[src/rtl/cpu_pkg.sv]
// Shared encodings for the 16-bit multi-cycle RISC CPU: opcodes, control-FSM states,
// datapath mux select codes and the control word driven by the control unit.
package cpu_pkg;

    localparam logic [3:0] OP_ADD  = 4'h0;
    localparam logic [3:0] OP_SUB  = 4'h1;
    localparam logic [3:0] OP_AND  = 4'h2;
    localparam logic [3:0] OP_OR   = 4'h3;
    localparam logic [3:0] OP_ADDI = 4'h4;
    localparam logic [3:0] OP_LW   = 4'h5;
    localparam logic [3:0] OP_SW   = 4'h6;
    localparam logic [3:0] OP_BEQ  = 4'h7;
    localparam logic [3:0] OP_JMP  = 4'h8;
    localparam logic [3:0] OP_LUI  = 4'h9;
    localparam logic [3:0] OP_HALT = 4'hF;

    localparam int STATE_W = 4;

    typedef enum logic [STATE_W-1:0] {
        ST_RESET    = 4'd0,
        ST_FETCH    = 4'd1,
        ST_DECODE   = 4'd2,
        ST_EXEC_R   = 4'd3,
        ST_EXEC_I   = 4'd4,
        ST_MEM_ADDR = 4'd5,
        ST_MEM_RD   = 4'd6,
        ST_MEM_WR   = 4'd7,
        ST_WB_ALU   = 4'd8,
        ST_WB_MEM   = 4'd9,
        ST_WB_IMM   = 4'd10,
        ST_BRANCH   = 4'd11,
        ST_JUMP     = 4'd12,
        ST_HALT     = 4'd13
    } state_t;

    localparam logic [1:0] ALUSRCB_REG  = 2'b00;
    localparam logic [1:0] ALUSRCB_ONE  = 2'b01;
    localparam logic [1:0] ALUSRCB_IMM  = 2'b10;
    localparam logic [1:0] ALUSRCB_BOFF = 2'b11;

    localparam logic [1:0] ALU_ADD = 2'b00;
    localparam logic [1:0] ALU_SUB = 2'b01;
    localparam logic [1:0] ALU_AND = 2'b10;
    localparam logic [1:0] ALU_OR  = 2'b11;

    localparam logic [1:0] PCSRC_ALU    = 2'b00;
    localparam logic [1:0] PCSRC_ALUOUT = 2'b01;
    localparam logic [1:0] PCSRC_JUMP   = 2'b10;

    localparam logic [1:0] WB_ALUOUT = 2'b00;
    localparam logic [1:0] WB_MDR    = 2'b01;
    localparam logic [1:0] WB_PC     = 2'b10;
    localparam logic [1:0] WB_IMM    = 2'b11;

    typedef struct packed {
        logic       pc_we;
        logic       ir_we;
        logic       iord;
        logic       mem_req;
        logic       mem_we;
        logic       alusrca_sel;
        logic [1:0] alusrcb_sel;
        logic [1:0] alu_op;
        logic [1:0] pc_src;
        logic [1:0] wb_sel;
        logic       reg_we;
        logic       halted;
        logic       illegal;
    } ctrl_t;

    // Opcodes 0xA..0xE have no defined instruction.
    function automatic logic is_illegal_op(input logic [3:0] op);
        return (op >= 4'hA) && (op <= 4'hE);
    endfunction

endpackage

[src/rtl/mc_ctrl_decode.sv]
// Combinational control-word decoder: maps the current FSM state (plus opcode,
// zero flag and memory ready) onto the datapath enables and mux selects.
module mc_ctrl_decode
    import cpu_pkg::*;
(
    input  state_t     state,
    input  logic [3:0] opcode,
    input  logic       zero,
    input  logic       mem_ready,
    output ctrl_t      ctrl
);

    // Moore outputs per state; only FETCH and BRANCH gate an enable with an input.
    always_comb begin
        ctrl = '0;
        case (state)
            ST_RESET: begin
                ctrl = '0;
            end
            ST_FETCH: begin
                ctrl.mem_req     = 1'b1;
                ctrl.iord        = 1'b0;
                ctrl.alusrca_sel = 1'b0;
                ctrl.alusrcb_sel = ALUSRCB_ONE;
                ctrl.alu_op      = ALU_ADD;
                ctrl.pc_src      = PCSRC_ALU;
                ctrl.pc_we       = mem_ready;
                ctrl.ir_we       = mem_ready;
            end
            ST_DECODE: begin
                ctrl.alusrca_sel = 1'b0;
                ctrl.alusrcb_sel = ALUSRCB_BOFF;
                ctrl.alu_op      = ALU_ADD;
                ctrl.illegal     = is_illegal_op(opcode);
            end
            ST_EXEC_R: begin
                ctrl.alusrca_sel = 1'b1;
                ctrl.alusrcb_sel = ALUSRCB_REG;
                ctrl.alu_op      = opcode[1:0];
            end
            ST_EXEC_I, ST_MEM_ADDR: begin
                ctrl.alusrca_sel = 1'b1;
                ctrl.alusrcb_sel = ALUSRCB_IMM;
                ctrl.alu_op      = ALU_ADD;
            end
            ST_MEM_RD: begin
                ctrl.mem_req = 1'b1;
                ctrl.iord    = 1'b1;
            end
            ST_MEM_WR: begin
                ctrl.mem_req = 1'b1;
                ctrl.mem_we  = 1'b1;
                ctrl.iord    = 1'b1;
            end
            ST_WB_ALU: begin
                ctrl.reg_we = 1'b1;
                ctrl.wb_sel = WB_ALUOUT;
            end
            ST_WB_MEM: begin
                ctrl.reg_we = 1'b1;
                ctrl.wb_sel = WB_MDR;
            end
            ST_WB_IMM: begin
                ctrl.reg_we = 1'b1;
                ctrl.wb_sel = WB_IMM;
            end
            ST_BRANCH: begin
                ctrl.alusrca_sel = 1'b1;
                ctrl.alusrcb_sel = ALUSRCB_REG;
                ctrl.alu_op      = ALU_SUB;
                ctrl.pc_src      = PCSRC_ALUOUT;
                ctrl.pc_we       = zero;
            end
            ST_JUMP: begin
                ctrl.pc_src = PCSRC_JUMP;
                ctrl.pc_we  = 1'b1;
            end
            ST_HALT: begin
                ctrl.halted = 1'b1;
            end
            default: begin
                ctrl = '0;
            end
        endcase
    end

endmodule

[src/rtl/mc_control_fsm.sv]
// Multi-cycle control unit: state register, next-state sequencing with memory
// ready handshake, and the retired-instruction counter.
module mc_control_fsm
    import cpu_pkg::*;
(
    input  logic        clk,
    input  logic        rst,
    input  logic [3:0]  opcode,
    input  logic        zero,
    input  logic        mem_ready,
    output logic        pc_we,
    output logic        ir_we,
    output logic        iord,
    output logic        mem_req,
    output logic        mem_we,
    output logic        alusrca_sel,
    output logic [1:0]  alusrcb_sel,
    output logic [1:0]  alu_op,
    output logic [1:0]  pc_src,
    output logic [1:0]  wb_sel,
    output logic        reg_we,
    output logic        halted,
    output logic        illegal,
    output logic [15:0] instr_count
);

    state_t      state_q;
    state_t      state_d;
    logic [15:0] count_q;
    logic [15:0] count_d;
    logic        retire_s;
    ctrl_t       ctrl_s;
    ctrl_t       ctrl_out_s;

    mc_ctrl_decode u_decode (
        .state     (state_q),
        .opcode    (opcode),
        .zero      (zero),
        .mem_ready (mem_ready),
        .ctrl      (ctrl_s)
    );

    // Next-state selection; retire_s marks every transition that completes an instruction.
    always_comb begin
        state_d  = state_q;
        retire_s = 1'b0;
        case (state_q)
            ST_RESET: begin
                state_d = ST_FETCH;
            end
            ST_FETCH: begin
                if (mem_ready) begin
                    state_d = ST_DECODE;
                end else begin
                    state_d = ST_FETCH;
                end
            end
            ST_DECODE: begin
                case (opcode)
                    OP_ADD, OP_SUB, OP_AND, OP_OR: state_d = ST_EXEC_R;
                    OP_ADDI:                       state_d = ST_EXEC_I;
                    OP_LW, OP_SW:                  state_d = ST_MEM_ADDR;
                    OP_BEQ:                        state_d = ST_BRANCH;
                    OP_JMP:                        state_d = ST_JUMP;
                    OP_LUI:                        state_d = ST_WB_IMM;
                    OP_HALT:                       state_d = ST_HALT;
                    default:                       state_d = ST_FETCH;
                endcase
            end
            ST_EXEC_R, ST_EXEC_I: begin
                state_d = ST_WB_ALU;
            end
            ST_MEM_ADDR: begin
                if (opcode == OP_LW) begin
                    state_d = ST_MEM_RD;
                end else begin
                    state_d = ST_MEM_WR;
                end
            end
            ST_MEM_RD: begin
                if (mem_ready) begin
                    state_d = ST_WB_MEM;
                end else begin
                    state_d = ST_MEM_RD;
                end
            end
            ST_MEM_WR: begin
                if (mem_ready) begin
                    state_d  = ST_FETCH;
                    retire_s = 1'b1;
                end else begin
                    state_d = ST_MEM_WR;
                end
            end
            ST_WB_ALU, ST_WB_MEM, ST_WB_IMM, ST_BRANCH, ST_JUMP: begin
                state_d  = ST_FETCH;
                retire_s = 1'b1;
            end
            ST_HALT: begin
                state_d = ST_HALT;
            end
            default: begin
                state_d = ST_RESET;
            end
        endcase
    end

    // Counter wraps naturally at 16 bits.
    always_comb begin
        if (retire_s) begin
            count_d = count_q + 16'd1;
        end else begin
            count_d = count_q;
        end
    end

    // State and counter registers; reset abandons any in-flight memory request.
    always_ff @(posedge clk) begin
        if (rst) begin
            state_q <= ST_RESET;
            count_q <= 16'h0000;
        end else begin
            state_q <= state_d;
            count_q <= count_d;
        end
    end

    // Outputs are held at zero for as long as rst is asserted, even before the first edge.
    always_comb begin
        if (rst) begin
            ctrl_out_s  = '0;
            instr_count = 16'h0000;
        end else begin
            ctrl_out_s  = ctrl_s;
            instr_count = count_q;
        end
    end

    assign pc_we       = ctrl_out_s.pc_we;
    assign ir_we       = ctrl_out_s.ir_we;
    assign iord        = ctrl_out_s.iord;
    assign mem_req     = ctrl_out_s.mem_req;
    assign mem_we      = ctrl_out_s.mem_we;
    assign alusrca_sel = ctrl_out_s.alusrca_sel;
    assign alusrcb_sel = ctrl_out_s.alusrcb_sel;
    assign alu_op      = ctrl_out_s.alu_op;
    assign pc_src      = ctrl_out_s.pc_src;
    assign wb_sel      = ctrl_out_s.wb_sel;
    assign reg_we      = ctrl_out_s.reg_we;
    assign halted      = ctrl_out_s.halted;
    assign illegal     = ctrl_out_s.illegal;

endmodule

[config.mk]
export PLATFORM = sky130hd
export DESIGN_NAME = mc_control_fsm
export DESIGN_NICKNAME = d
export VERILOG_FILES = /design/src/rtl/cpu_pkg.sv /design/src/rtl/mc_ctrl_decode.sv /design/src/rtl/mc_control_fsm.sv
export SDC_FILE = /design/constraint.sdc
export NUM_CORES = 1
export LEC_CHECK = 0
export CAP_MARGIN = 20
export CORE_ASPECT_RATIO = 0.7
export CORE_MARGIN = 1
export CORE_UTILIZATION = 45
export CTS_BUF_LIST = sky130_fd_sc_hd__clkbuf_4 sky130_fd_sc_hd__clkbuf_8
export CTS_CLUSTER_SIZE = 8
export DETAILED_ROUTE_END_ITERATION = 10
export GPL_ROUTABILITY_DRIVEN = 0
export PLACE_DENSITY = 0.74
export RECOVER_POWER = 50
export SYNTH_ARGS = -nofsm -noshare
export SYNTH_HDL_FRONTEND = slang
export SYNTH_HIERARCHICAL = 1
export SYNTH_SLANG_ARGS = --single-unit
[constraint.sdc]
create_clock -name clk -period 4.92 [get_ports clk]
set_clock_uncertainty 0.05 [all_clocks]
set_input_delay 0.984 -clock clk [delete_from_list [all_inputs] [get_ports clk]]
set_output_delay 0.984 -clock clk [all_outputs]
set_load 0.01 [all_outputs]
# ---- Yosys cells after proc, flatten, opt, wreduce, memory -nomap -nowiden
# Memory sizes are Yosys's and may differ from the RTL's.
# Index checks and enable logic that the tools add are counted.
dict set report word_totals {
  ff_bits 20
  latch_bits 0
  ramBits 0
  rom_bits 64
  inputBits 8
  out_inout_bits 33
  mem_count 1
}
# name depth word_bits rd rd_ports_with_merged_regs wr line_no
set mem_list {}
lappend mem_list {{(no name shown)} 16 4 1 0 0 mc_control_fsm.sv:59} ;# case (opcode)
dict set report op_classes {
  n_addsub 1
  mul 0
  div 0
  n_lt_le_gt_ge 2
  eq_ne 14
  n_shift 0
  n_mux 18
  bitwise 0
  n_reduce_logical 7
}
# cell count
set op_table {}
lappend op_table {{4-bit case mux with 8 select lines} 1}
lappend op_table {{5-bit case mux with 5 select lines} 1}
lappend op_table {{4-bit equality test, second input constant} 6}
lappend op_table {{4-bit by 3-bit equality test with 1-bit output, second input constant} 5}
lappend op_table {{17-bit two-way mux} 1}
lappend op_table {{16-bit by 1-bit adder with 16-bit output, second input constant} 1}
lappend op_table {{16-bit two-way mux} 1}
lappend op_table {{3-bit case mux with 3 select lines} 1}
lappend op_table {{4-bit by 2-bit equality test with 1-bit output, second input constant} 2}
lappend op_table {{2-bit case mux with 2 select lines} 2}
lappend op_table {{1-bit two-way mux} 6}
lappend op_table {{2-bit OR reduction} 3}
lappend op_table {{6-bit OR reduction} 1}
lappend op_table {{5-bit OR reduction} 1}
lappend op_table {{4-bit by 1-bit equality test with 1-bit output, second input constant} 1}
lappend op_table {{4-bit greater-or-equal comparator, second input constant} 1}
lappend op_table {{4-bit <= comparator, second input constant} 1}
lappend op_table {{4-bit logical NOT} 1}
lappend op_table {{4-bit two-way mux} 1}
lappend op_table {{3-bit two-way mux} 1}
lappend op_table {{1-bit case mux with 3 select lines} 1}
lappend op_table {{2-bit two-way mux} 1}
lappend op_table {{1-bit case mux with 2 select lines} 1}
lappend op_table {{1-bit logical AND} 1}

# ---- Depth between registers and ports, before layout
dict set report depth {
  ltp_word 4
  ltp_mapped 6
  ltp_nobuf 5
}

# ---- By module
# Netlist, hierarchy kept.
# mod instances cells_per_inst area_each_um2
set by_module_without_submodules {}
lappend by_module_without_submodules {mc_control_fsm 1 180 1391.3}
lappend by_module_without_submodules {mc_ctrl_decode 1 34 214.0}

# ---- Least setup slack after synthesis
# Ideal clock, no wire load.
dict set report synth_timing {
  path_kind {in2out}
  from {input zero}
  to {output pc_we}
  arrival_ns 1.575
  required_ns 3.886
  setup_slack_ns 2.311
  stages 4
  path_cell_list {inv_1 o32ai_1 a21o_1 nor2b_1}
}
# item line_no
set synth_rtl {}
lappend synth_rtl {{from (decl)} mc_control_fsm.sv:9} ;# input logic zero,
lappend synth_rtl {{to (decl)} mc_control_fsm.sv:11} ;# output logic pc_we,

==> flow_metrics.tcl <==
set metrics [dict create \
    p_sw_w 0.0000884 \
    cts_tree "done" \
    cts_hold_buf 0 \
    dp.cells 287 \
    critical-path-max-stage-delay_ns 0.73 \
    min_period_over_period 0.759 \
    yosysUniqueCellTypes 47 \
    vias 1566 \
    wl_per_cell_microns 12.1 \
    ys_top_cells_by_area "dfxtp_1 (25%), nor2b_1 (13%), mux2_2 (7.0%), nor2_1 (6.5%), a21oi_1 (3.4%)" \
    slew_headroom 0.314 \
    slowest_stage "dlygate4sd3_1" \
    dr.pass1.iters 4 \
    multi_input_area_sq_mm 0.00108 \
    ant_nets 0 \
    insertion_delay_ns 0.26 \
    start_util 0.490 \
    critPathMaxFanout 10 \
    hpwl_mm 2.52 \
    hold_path_depth 2 \
    post-cts-setup-buffers 0 \
    synth_top_family_by_area "simple AND/OR/NAND/NOR gates" \
    area_growth_pct 24.7 \
    nets 254 \
    synth.area.mux_share 0.0826 \
    max_freq_ghz 0.268 \
    rsz0062_at_grt "false" \
    core-area_sq_mm 0.00328 \
    crit_path_end_kind "output pin" \
    post_cts_resize_count 0 \
    worstPathRequired_ns 3.89 \
    drt_drc_violations_left 0 \
    combPwrFrac 0.159 \
    synth_edf_count 0 \
    hold_viol_final 0 \
    crit_type "input port to output pin" \
    grt_use_total 0.196 \
    power_frac_seq 0.521 \
    ys.flop_type "dfxtp_1" \
    start_kind "input port" \
    synthCells 214 \
    post_dp_cell_area_sq_mm 0.00197 \
    power.leakage_nw 0.734 \
    htree_levels 1 \
    slew_violations 0 \
    power_frac_clock 0.321 \
    clk_pin_slew_ns 0.07 \
    nFillCells 320 \
    ys_ff_latch 20 \
    cts_root_buf "clkbuf_8" \
    yosys.area.top_type_share 0.249 \
    ir_drop_mv 0.143 \
    die_h_microns 52.0 \
    async_flop_share 0 \
    synth_nets 223 \
    portBuffers 40 \
    stdcell_area_sq_mm 0.00200 \
    fin_crit_ns 3.73 \
    syn-cell-area_sq_mm 0.00161 \
    final.setup.tns_ns 0 \
    avgViaCountPerCell 5.40 \
    io_pins 41 \
    grt_pass1_vias 1221 \
    setup_slack_ns 1.19 \
    grt_first_pass_wirelength_mm 5.71 \
    gr-total-overflow 0 \
    worst_slew_pin_slew_ns 1.03 \
    path_cells "dlygate4sd3_1 -> o2111ai_1 -> a31oi_1 -> nor2b_1 -> clkdlybuf4s50_1" \
    dieArea_sq_mm 0.00381 \
    switching_share 0.266 \
    rr_worst_depth 4 \
    seq_area_frac_synth 0.249 \
    routed_wl_mm 3.51 \
    avgSynthCellArea_sq_um 7.50 \
    diodes 0 \
    hold_path.class "flop to flop" \
    grt_max_degree 55 \
    synth-compound-area-share 0.146 \
    rows 17 \
    drive_gt1_frac 0.0741 \
    cts_sinks 20 \
    setup_viol 0 \
    cts_buffers 3 \
    status "complete, no violations" \
    place_ws_ns 1.26 \
    cap_violations 0 \
    clockBufferDepth 2 \
    final_cell_count_no_fill 290 \
    p_per_area_mw_per_mm2 166 \
    grt_antenna_before_repair 0 \
    synth_warnings 6 \
    regArea_sq_um 400 \
    drt_iter0_drc 107 \
    yosysTopAreaCell "dfxtp_1" \
    yosys.area_share.adder 0.00779 \
    crit_arrival_ns 2.70 \
    die_x_microns 73.4 \
    internal_power_w 0.000244 \
    synthSimpleGateAreaFrac 0.433 \
    synth-xor-area-share 0.0109 \
]
kinds of logic (layout without fill, tap and decap cells):
group / Yosys count / in the layout
multiplexers: 12 / 12
flip-flops: 20 / 20
buffers and inverters: 21 / 50
AO/OA/AOI/OAI: 34 / 34
XOR/XNOR: 2 / 2
AND/OR/NAND/NOR: 124 / 124
adder cells (fa/ha/maj): 1 / 1
power by group through the flow:
stage                     clock (W)  combinational [W]  sequential [W]
after floorplan                   0          0.0000431        0.000169
after global placement            0          0.0000530        0.000177
after detailed placement          0          0.0000538        0.000177
after CTS                  0.000112          0.0000539        0.000173
after global routing       0.000118          0.0000589        0.000174
final                      0.000107          0.0000527        0.000173
registers in the layout, indices dropped and copies added (netlist names):
signal / cells
state_q: 4
count_q: 16
metrics by stage:
step | power, W | utilization | hold WS, ns
6_report | 0.000333 | 0.611 | 0.478
5_1_grt | 0.000351 | 0.611 | 0.513
4_1_cts | 0.000339 | 0.615 | 0.481
3_5_place_dp | 0.000231 | 0.602 | 0.462
3_3_place_gp | 0.000230 | 0.602 | 0.453
2_1_floorplan | 0.000212 | - | 0.425
cells in the final DEF (no fill, tap or decap), types with 2 or more instances in the layout:
master and instances:
nand2_1 11, and4b_1 2, nand4_1 7, inv_1 7, mux2i_1 2, nor2b_1 34
nand3_1 5, a21oi_1 11, dlygate4sd3_1 8, o32ai_1 2, mux2_2 10, a211oi_1 2
or3b_2 2, or3_1 3, o21ai_0 6, and4_1 4, dfxtp_1 20, nand2b_1 6
clkbuf_8 3, nor3_1 11, or4_1 2, a31oi_1 2, nor2_1 28, clkdlybuf4s50_1 31
and2_1 3
per-layer routing:
| layer | GRT usage | routed length [microns] |
|---|---|---|
| met2 | 0.281 | 1380 |
| met3 | 0.0465 | 237 |
| met4 | 0.0481 | 27 |
| met5 | 0 | 0 |
| met1 | 0.291 | 1870 |
layout make-up:
| cell class | count | area share |
|---|---|---|
| inverters | 7 | 0.0131 |
| repair buffers | 40 | 0.197 |
| multi-input cells | 173 | 0.539 |
| well taps | 47 | 0.0294 |
| clock buffers | 3 | 0.0206 |
| flip-flops and latches | 20 | 0.200 |
worst paths after layout:
check / from / to / slack, ns
setup / recovery: opcode[1] / illegal / 1.19
hold / removal: count_q[9]$_SDFFE_PP0P_ / count_q[9]$_SDFFE_PP0P_ / 0.48
setup reg to reg: state_q[3]$_SDFF_PP0_ / count_q[15]$_SDFFE_PP0P_ / 2.35
hold reg to reg: count_q[9]$_SDFFE_PP0P_ / count_q[9]$_SDFFE_PP0P_ / 0.48
synthesized netlist by cell type (all sizes together) (3+ instances only):
cell / number
a21oi: 11
and2: 3
and4: 4
buf: 12
dfxtp: 20
inv: 7
mux2: 10
nand2: 11
nand2b: 6
nand3: 5
nand4: 7
nor2: 28
nor2b: 34
nor3: 11
o21ai: 7
or3: 3
or3b: 3
worst max-delay path, delay by kind of cell:
family / cells / cell delay, ns
buffers and inverters: 2 / 1.28
AND/OR/NAND/NOR: 1 / 0.13
AO/OA/AOI/OAI: 2 / 0.31
(Power assumes the default switching activity.)
==> RTL change, RTL diff (same settings) <==
Make the reset (`rst`) asynchronous in one clocked block.
--- a/src/rtl/mc_control_fsm.sv
+++ b/src/rtl/mc_control_fsm.sv
@@ -115,7 +115,7 @@
     end
 
     // State and counter registers; reset abandons any in-flight memory request.
-    always_ff @(posedge clk) begin
+    always_ff @(posedge clk or posedge rst) begin
         if (rst) begin
             state_q <= ST_RESET;
             count_q <= 16'h0000;
Check against the original RTL: no difference found for any inputs over 10 cycles, from zero or initial values and one cycle with rst high; that may be too few to reach the edited logic, so the function may still have changed.
==> RTL change against the original RTL <==
Synthesized area is 5.2% lower. Highest routed layer unchanged. Routed wire length decreased by 6.4%. Sequential cell count did not move. Synthesized cell count fell by 15%. Worst setup slack worse by 0.017 ns. Final area fell by 1.8%.
Power is not compared: it rests on default switching activity, and its combinational part moved more than twofold at a synthesized area within 25%.
==> RTL change: results (changes against the original RTL) <==
Parameter                              Value

Global route
  GR met1 Demand/Resource    26.3% (was 29.1%)
  GR Util All Layers    19.0% (was 19.6%)
  Number of global-route vias before repair    1,188 (was 1,221)
  Met3 track demand over resource in global routing    4.02% (was 4.65%)
  Largest net degree at the start of global routing    35 (was 55)
  Met2 usage in global routing    31.0% (was 28.1%)

Critical path
  CP arrival    2.72 ns (was 2.70 ns)
  Worst R2R Start    state_q[1]$_DFF_PP0_ (was state_q[3]$_SDFF_PP0_)
  Reg2reg setup slack    2.40 ns (was 2.35 ns)

Synthesis
  Compound-cell area share of the yosys netlist    12.2% (was 14.6%)
  Synthesized-area fraction occupied by adder cells    0.822% (was 0.779%)
  Cells after Synth    181 (was 214)
  Most numerous cell types in the synthesized netlist    34 x nor2b_1, 20 x dfrtp_1, 16 x nor2_1 (was 34 x nor2b_1, 28 x nor2_1, 20 x dfxtp_1)
  Post-synthesis xor/xnor area fraction    9.21% (was 1.09%)
  Proportion of register bits with asynchronous set or reset after synthesis    100% (was 0%)
  Top flip-flop cell by instance count after synthesis    dfrtp_1 (was dfxtp_1)
  Area contributors post-synth    dfrtp_1 33%, nor2b_1 14%, xnor2_1 8.6% (was dfxtp_1 25%, nor2b_1 13%, mux2_2 7.0%)

Status
  Run status    completed (unchanged)

Final layout
  Count of fill cells added during filler insertion    279 (was 320)
  Share of the final layout cell area in sequential cells    25.5% (was 20.0%)
  Inverters, non-clock    6 (was 7)
  Non-clock buffer share of cell area    21.8% (was 19.7%)
  Multi-input combinational cell count    144 (was 173)

Routing
  First-pass iteration count of the detailed router    5 (was 4)
  Sum of met3 wire segment lengths after detailed routing    86 um (was 237 um)
  Number of vias per cell after detailed routing    5.33 (was 5.40)

Worst hold path
  Endpoint with the worst hold slack    count_q[15]$_DFFE_PP0P_ (was count_q[9]$_SDFFE_PP0P_)
  Worst Hold Launch    count_q[15]$_DFFE_PP0P_ (was count_q[9]$_SDFFE_PP0P_)

Timing
  Max-slew headroom at the worst pin    24.0% (was 31.4%)

Placement
  Final HPWL DP    2410 um (was 2520 um)
  Number of placed instances, taps included    248 (was 287)
-- RTL change: through the flow --
step                      hold slack, ns  utilization [%]  instance area [um2]  worst slack [ns]  power, W
final                              0.421             61.6                 1970              1.17  0.000293
after global routing               0.457             61.6                 1970              1.02  0.000304
after CTS                          0.433             60.9                 1940             0.995  0.000295
after detailed placement           0.424             59.6                 1900             0.998  0.000191
after global placement             0.405             59.6                 1900              1.05  0.000190
after floorplan                    0.388                -                 1520              2.31  0.000178
-- RTL change: power breakdown --
part | internal [W] | leakage [nW] | switching [W] | total [W]
registers | 0.000164 | 0.264 | 0 | 0.000164
logic | 0.0000105 | 0.503 | 0.0000151 | 0.0000257
clock network | 0.0000544 | 0.0216 | 0.0000483 | 0.000103
-- RTL change: critical path, delay by kind of cell --
family	cells	cell delay (ns)
AOI/OAI and AO/OA	2	0.31
buffers and inverters	2	1.27
and+or+nand+nor	1	0.14
